`src/rtl/fetch_ctrl_pkg.sv`:
```
// Shared definitions for the instruction-fetch sequencer: default widths,
// displacement width and the fetch FSM state encoding.
package fetch_ctrl_pkg;

  localparam int DEF_ADDR_W  = 16;
  localparam int DEF_INSTR_W = 16;
  localparam int DISP_W      = 8;

  typedef enum logic [1:0] {
    ST_IDLE = 2'd0,
    ST_REQ  = 2'd1,
    ST_FULL = 2'd2,
    ST_DROP = 2'd3
  } fetch_state_e;

endpackage

```
`src/rtl/fetch_ctrl_next_pc.sv`:
```
// Combinational next-PC logic: sequential increment and the redirect target
// (jump target, or branch base plus sign-extended displacement; jump wins).
module fetch_ctrl_next_pc
  import fetch_ctrl_pkg::*;
#(
  parameter int ADDR_W = DEF_ADDR_W
) (
  input  logic [ADDR_W-1:0] pc_i,
  input  logic              jump_i,
  input  logic [ADDR_W-1:0] jump_tgt_i,
  input  logic [ADDR_W-1:0] branch_pc_i,
  input  logic [DISP_W-1:0] displacement_i,
  output logic [ADDR_W-1:0] pc_inc_o,
  output logic [ADDR_W-1:0] target_o
);

  logic [ADDR_W-1:0] w_disp_ext;
  logic [ADDR_W-1:0] w_branch_tgt;

  // Both sums wrap modulo 2^ADDR_W, so all-ones + 1 lands on zero.
  assign w_disp_ext   = {{(ADDR_W-DISP_W){displacement_i[DISP_W-1]}}, displacement_i};
  assign w_branch_tgt = branch_pc_i + w_disp_ext;
  assign pc_inc_o     = pc_i + ADDR_W'(1);
  assign target_o     = jump_i ? jump_tgt_i : w_branch_tgt;

endmodule

```
`src/rtl/fetch_ctrl.sv`:
```
// Instruction-fetch sequencer: PC, imem req/ack handshake, one-entry decode buffer
// and redirect squashing. Define FETCH_PERF_CNT_EN to add redirect/stall counters.
module fetch_ctrl
  import fetch_ctrl_pkg::*;
#(
  parameter int                ADDR_W    = DEF_ADDR_W,
  parameter int                INSTR_W   = DEF_INSTR_W,
  parameter logic [ADDR_W-1:0] RESET_VEC = '0
) (
  input  logic               clk_i,
  input  logic               rst_i,
  input  logic               halt_i,
  output logic               imem_req_o,
  output logic [ADDR_W-1:0]  imem_addr_o,
  input  logic               imem_ack_i,
  input  logic [INSTR_W-1:0] imem_data_i,
  output logic               instr_valid_o,
  output logic [INSTR_W-1:0] instr_o,
  output logic [ADDR_W-1:0]  instr_pc_o,
  input  logic               instr_ready_i,
  input  logic               jump_i,
  input  logic [ADDR_W-1:0]  jump_tgt_i,
  input  logic               branch_i,
  input  logic [ADDR_W-1:0]  branch_pc_i,
  input  logic [DISP_W-1:0]  displacement_i
`ifdef FETCH_PERF_CNT_EN
  ,
  output logic [15:0]        redirect_cnt_o,
  output logic [15:0]        stall_cnt_o
`endif
);

  fetch_state_e       r_state, w_state_nxt, w_resume_state;
  logic [ADDR_W-1:0]  r_pc, w_pc_nxt;
  logic [ADDR_W-1:0]  r_addr, w_addr_nxt;
  logic               r_valid, w_valid_nxt;
  logic [INSTR_W-1:0] r_instr, w_instr_nxt;
  logic [ADDR_W-1:0]  r_instr_pc, w_instr_pc_nxt;
  logic [ADDR_W-1:0]  w_pc_inc, w_target, w_drop_pc;
  logic               w_redirect;

  fetch_ctrl_next_pc #(.ADDR_W(ADDR_W)) u_next_pc (
    .pc_i           (r_pc),
    .jump_i         (jump_i),
    .jump_tgt_i     (jump_tgt_i),
    .branch_pc_i    (branch_pc_i),
    .displacement_i (displacement_i),
    .pc_inc_o       (w_pc_inc),
    .target_o       (w_target)
  );

  assign w_redirect     = jump_i | branch_i;
  assign w_resume_state = halt_i ? ST_IDLE : ST_REQ;
  assign w_drop_pc      = w_redirect ? w_target : r_pc;

  always_ff @(posedge clk_i) begin
    if (rst_i) begin
      r_state    <= ST_IDLE;
      r_pc       <= RESET_VEC;
      r_addr     <= RESET_VEC;
      r_valid    <= 1'b0;
      r_instr    <= '0;
      r_instr_pc <= '0;
    end else begin
      r_state    <= w_state_nxt;
      r_pc       <= w_pc_nxt;
      r_addr     <= w_addr_nxt;
      r_valid    <= w_valid_nxt;
      r_instr    <= w_instr_nxt;
      r_instr_pc <= w_instr_pc_nxt;
    end
  end

  // r_addr only changes on entry to REQ, so an outstanding request never moves;
  // DROP keeps the stale address on the bus while r_pc already holds the new target.
  always_comb begin
    w_state_nxt    = r_state;
    w_pc_nxt       = r_pc;
    w_addr_nxt     = r_addr;
    w_valid_nxt    = r_valid;
    w_instr_nxt    = r_instr;
    w_instr_pc_nxt = r_instr_pc;
    case (r_state)
      ST_IDLE: begin
        if (w_redirect) begin
          w_pc_nxt = w_target;
        end else if (!halt_i) begin
          w_state_nxt = ST_REQ;
          w_addr_nxt  = r_pc;
        end
      end
      ST_REQ: begin
        if (imem_ack_i && !w_redirect) begin
          w_instr_nxt    = imem_data_i;
          w_instr_pc_nxt = r_pc;
          w_pc_nxt       = w_pc_inc;
          w_valid_nxt    = 1'b1;
          w_state_nxt    = ST_FULL;
        end else if (imem_ack_i) begin
          w_pc_nxt    = w_target;
          w_addr_nxt  = w_target;
          w_state_nxt = w_resume_state;
        end else if (w_redirect) begin
          w_pc_nxt    = w_target;
          w_state_nxt = ST_DROP;
        end
      end
      ST_FULL: begin
        if (w_redirect) begin
          w_valid_nxt = 1'b0;
          w_pc_nxt    = w_target;
          w_addr_nxt  = w_target;
          w_state_nxt = w_resume_state;
        end else if (instr_ready_i) begin
          w_valid_nxt = 1'b0;
          w_addr_nxt  = r_pc;
          w_state_nxt = w_resume_state;
        end
      end
      ST_DROP: begin
        if (imem_ack_i) begin
          w_pc_nxt    = w_drop_pc;
          w_addr_nxt  = w_drop_pc;
          w_state_nxt = w_resume_state;
        end else if (w_redirect) begin
          w_pc_nxt = w_target;
        end
      end
      default: w_state_nxt = ST_IDLE;
    endcase
  end

  assign imem_req_o    = (r_state == ST_REQ) || (r_state == ST_DROP);
  assign imem_addr_o   = r_addr;
  assign instr_valid_o = r_valid;
  assign instr_o       = r_instr;
  assign instr_pc_o    = r_instr_pc;

`ifdef FETCH_PERF_CNT_EN
  logic [15:0] r_redirect_cnt;
  logic [15:0] r_stall_cnt;

  // Saturating counters; a cycle with both jump and branch is one redirect.
  always_ff @(posedge clk_i) begin
    if (rst_i) begin
      r_redirect_cnt <= '0;
      r_stall_cnt    <= '0;
    end else begin
      if (w_redirect && (r_redirect_cnt != 16'hFFFF))
        r_redirect_cnt <= r_redirect_cnt + 16'd1;
      if ((r_state == ST_FULL) && !instr_ready_i && (r_stall_cnt != 16'hFFFF))
        r_stall_cnt <= r_stall_cnt + 16'd1;
    end
  end

  assign redirect_cnt_o = r_redirect_cnt;
  assign stall_cnt_o    = r_stall_cnt;
`else
  // Performance counters compiled out: no extra ports or state.
`endif

endmodule

```
`config.mk`:
```
export PLATFORM = sky130hd
export DESIGN_NAME = fetch_ctrl
export DESIGN_NICKNAME = d
export VERILOG_FILES = /design/src/rtl/fetch_ctrl_pkg.sv /design/src/rtl/fetch_ctrl_next_pc.sv /design/src/rtl/fetch_ctrl.sv
export SDC_FILE = /design/constraint.sdc
export NUM_CORES = 1
export LEC_CHECK = 0
export CAP_MARGIN = 20
export CELL_PAD_IN_SITES_DETAIL_PLACEMENT = 0
export CELL_PAD_IN_SITES_GLOBAL_PLACEMENT = 2
export CORE_ASPECT_RATIO = 1.5
export CORE_MARGIN = 2
export CORE_UTILIZATION = 28
export CTS_BUF_LIST = sky130_fd_sc_hd__clkbuf_8
export CTS_CLUSTER_SIZE = 30
export DETAILED_ROUTE_END_ITERATION = 16
export GPL_ROUTABILITY_DRIVEN = 0
export PLACE_DENSITY = 0.92
export SYNTH_ARGS = -nofsm -noshare
export SYNTH_HDL_FRONTEND = slang
export SYNTH_SLANG_ARGS = --single-unit
```
`constraint.sdc`:
```
create_clock -name clk_i -period 3.1 [get_ports clk_i]
set_input_delay 0.62 -clock clk_i [delete_from_list [all_inputs] [get_ports clk_i]]
set_output_delay 0.62 -clock clk_i [all_outputs]
set_load 0.05 [all_outputs]
```
==> PnR_summary.wiki <==
{| class="wikitable"
! Metric !! Value
|-
| Outcome || complete, no violations
|-
| Sequential group share of total power || 39.7%
|-
| Hold violation total from the final report || 0
|-
| Clock group share of total power || 30.0%
|-
| FF+latch count, synth || 67
|-
| Biggest fanout along the worst timing path || 4
|-
| Number of placed I/O pins || 113
|-
| Total Die Area || 16,200 sq um
|-
| Htree depth || 3
|-
| Core outline area || 15,000 sq um
|-
| Final routed DRC violation total || 0
|-
| Clock Latency Late Sink || 0.35 ns
|-
| Top achievable clock speed || 0.345 GHz
|-
| Post-route clock skew || 0.00857 ns
|-
| Clock period minus worst slack || 2.90 ns
|-
| HPWL after detailed placement || 11.0 mm
|-
| Number of clock buffers inserted by TritonCTS || 9
|-
| Most common cell after layout, fill and taps aside || clkdlybuf4s50_1
|-
| Worst setup SP type || primary input
|-
| Power per cell area || 413 nW/um^2
|-
| Post CTS Setup Buffer Count || 0
|-
| Number of max-cap violations || 0
|-
| DP Worst Slack || -0.133 ns
|-
| Number of nets in the final layout || 755
|-
| Count of synthesis-stage warnings from yosys || 0
|-
| Routed wirelength normalized by instance count || 15.9 microns
|-
| TritonCTS clock tree || yes
|-
| Final wirelength || 14.0 mm
|-
| Via count of the first global-routing pass || 4,513
|-
| Average size of a mapped cell || 7.73 sq um
|-
| Setup WS post-layout || 0.200 ns
|-
| Maximum resistive drop on vdd || 0.177 mV
|-
| Setup Viol. Count Final || 0
|-
| Total Routing Usage GR || 17.4%
|-
| DRT iter0 DRCs || 216
|-
| Number of vias in the routed layout || 4,499
|-
| Post-synth EDFFs || 0
|-
| Setup Crit Path Kind || in2reg
|-
| Post-synth top flop || dfxtp_1
|-
| Root buffer cell || clkbuf_8
|-
| Fraction of layout cells with a size suffix above 1 || 10.9%
|-
| Netlist Area Pre-Place || 4250 sq um
|-
| Synthesized netlist net count || 630
|-
| Netlist cell types || 73
|-
| Quantity of hold-fixing buffers added after cts || 0
|-
| Max-slew violation total from the final report || 0
|-
| RSZ-0062 raised after global routing || no
|-
| Number of antenna violations at the first check in global routing || 0
|-
| CTS clock-pin slew for the worst setup and hold paths || 0.07 ns
|-
| First-pass GRT wire length || 22.5 mm
|-
| Port bufs || 112
|-
| Design internal power || 0.00163 W
|-
| CP endpoint kind || register
|-
| Data arrival time at the worst-slack endpoint || 3.17 ns
|-
| Remaining antenna violation count after routing || 0
|-
| Maximum number of pins on one net before global-route repair || 64
|-
| Die Y-Extent || 155 microns
|-
| Utilization after layout || 39.2%
|-
| Sequential cell area fraction in the yosys report || 31.6%
|-
| Post-route clock period utilization || 93.6%
|-
| Cells after Synth || 550
|-
| Die extent in x || 105 microns
|-
| Async SR Flop Fraction || 0%
|-
| Area growth, synth to finish || 38.4%
|-
| Required time at the endpoint of the critical path || 3.37 ns
|-
| Post-cts repair resize count || 0
|-
| Pre-Repair DR Iteration Count || 4
|-
| Std cell rows || 55
|-
| Clock tree sinks || 67
|-
| Commonest cells after routing, fill and taps aside || clkdlybuf4s50_1, nand2_1, dfxtp_1, a21oi_1, nor2_1
|-
| Initial Util || 28.3%
|-
| Total leakage power || 2.12 nW
|-
| Worst-Margin Slew || 0.734 ns
|-
| Worst min-delay path category || reg2reg
|-
| Switching power share of the total || 32.9%
|-
| Worst slew slack as a fraction of its limit || 50.7%
|-
| Net switching component of the power || 0.000800 W
|-
| Final antenna diode count || 0
|-
| Remaining global-route overflow || 0
|-
| Bufs on Longest Clock Path || 2
|-
| Tot Pwr || 0.00243 W
|-
| Combinational Power Share || 30.3%
|-
| Drt via density || 5.12
|}
## kinds of logic after synthesis
logic type | count (synthesis) | synth area share [%]
simple gates | 234 | 26.3
compound gates | 156 | 25.0
flops | 67 | 31.6
buf+inv | 50 | 6.39
xor+xnor | 21 | 4.33
fa+ha+maj | 17 | 5.18
mux | 5 | 1.18
## state kept, by name (all words and copies together), names as in the netlist
name and count:
r_state 2, r_pc 16, instr_valid_o 1, instr_o 16
imem_addr_o 16, instr_pc_o 16
## per-stage QoR
stage	instances	hold WS [ns]	TNS, ns	cell area, sq um
6_report	878	0.451	0	5880
5_1_grt	878	0.470	0	5880
4_1_cts	878	0.456	0	5880
3_5_place_dp	863	0.446	-0.578	5690
3_3_place_gp	863	0.440	-0.227	5690
2_1_floorplan	550	0.458	0	4250
## layout make-up
type | instances | area [sq um]
Inverter | 13 | 48.8
Clock buffer | 11 | 151
Clock inverter | 4 | 42.5
Timing Repair Buffer | 151 | 1410
Tap cell | 199 | 249
Multi-Input combinational cell | 433 | 2640
Sequential cell | 67 | 1340
Fill cell | 1631 | 9120
## per-layer routing
| metal | share of wire (%) | vias up | GRT usage (%) |
|---|---|---|---|
| li1 | - | 2230 | - |
| met3 | 3.5 | 35 | 3.02 |
| met2 | 54 | 113 | 33.1 |
| met5 | 0 | - | 0 |
| met4 | 4.0 | 0 | 9.08 |
| met1 | 39 | 2121 | 18.1 |
## power groups by stage
stage	registers (W)	clock network [W]	logic (W)
4_1_cts	0.000963	0.000760	0.000740
2_1_floorplan	0.00104	0	0.000386
6_report	0.000965	0.000729	0.000737
5_1_grt	0.000971	0.000788	0.000800
3_5_place_dp	0.000983	0	0.000737
3_3_place_gp	0.000983	0	0.000727
## critical path, stage by stage
cell and delay [ns]:
clkdlybuf4s50_1 0.46, ha_1 0.17, inv_1 0.05, fa_1 0.37, and2b_2 0.26, o31ai_2 0.06
buf_4 0.15, a2111oi_0 0.41, buf_4 0.20, or2_1 0.12, o311ai_1 0.12, a31oi_1 0.17
## Yosys cell counts (5+ instances only)
cell type | number | area share [%]
o21ai_0 | 13 | 1.5
nand3_1 | 13 | 1.5
nand2_1 | 101 | 8.9
clkbuf_1 | 18 | 1.6
o211ai_1 | 9 | 1.6
nand4_1 | 13 | 1.9
nor2_1 | 52 | 4.6
and3_1 | 5 | 0.74
buf_2 | 7 | 0.82
mux2i_1 | 5 | 1.2
o221ai_1 | 5 | 1.0
a21oi_1 | 55 | 6.5
inv_1 | 11 | 0.97
a211oi_1 | 12 | 2.1
xnor2_1 | 11 | 2.3
buf_6 | 5 | 1.3
ha_1 | 16 | 4.7
a311oi_1 | 6 | 1.2
xor2_1 | 10 | 2.1
o21ai_1 | 9 | 1.1
nor3_1 | 10 | 1.2
buf_4 | 5 | 0.88
dfxtp_1 | 67 | 32
## final timing paths
| kind | from | end | slack [ns] | cells after the start |
|---|---|---|---|---|
| max | branch_pc_i[0] | r_pc[14] | 0.20 | 12 |
| min | instr_o[8] | instr_o[8] | 0.45 | 2 |
| max reg2reg | r_state[0] | r_pc[14] | 0.73 | 6 |
| min reg2reg | instr_o[8] | instr_o[8] | 0.45 | 2 |
Power figures use the tool's default switching activity.
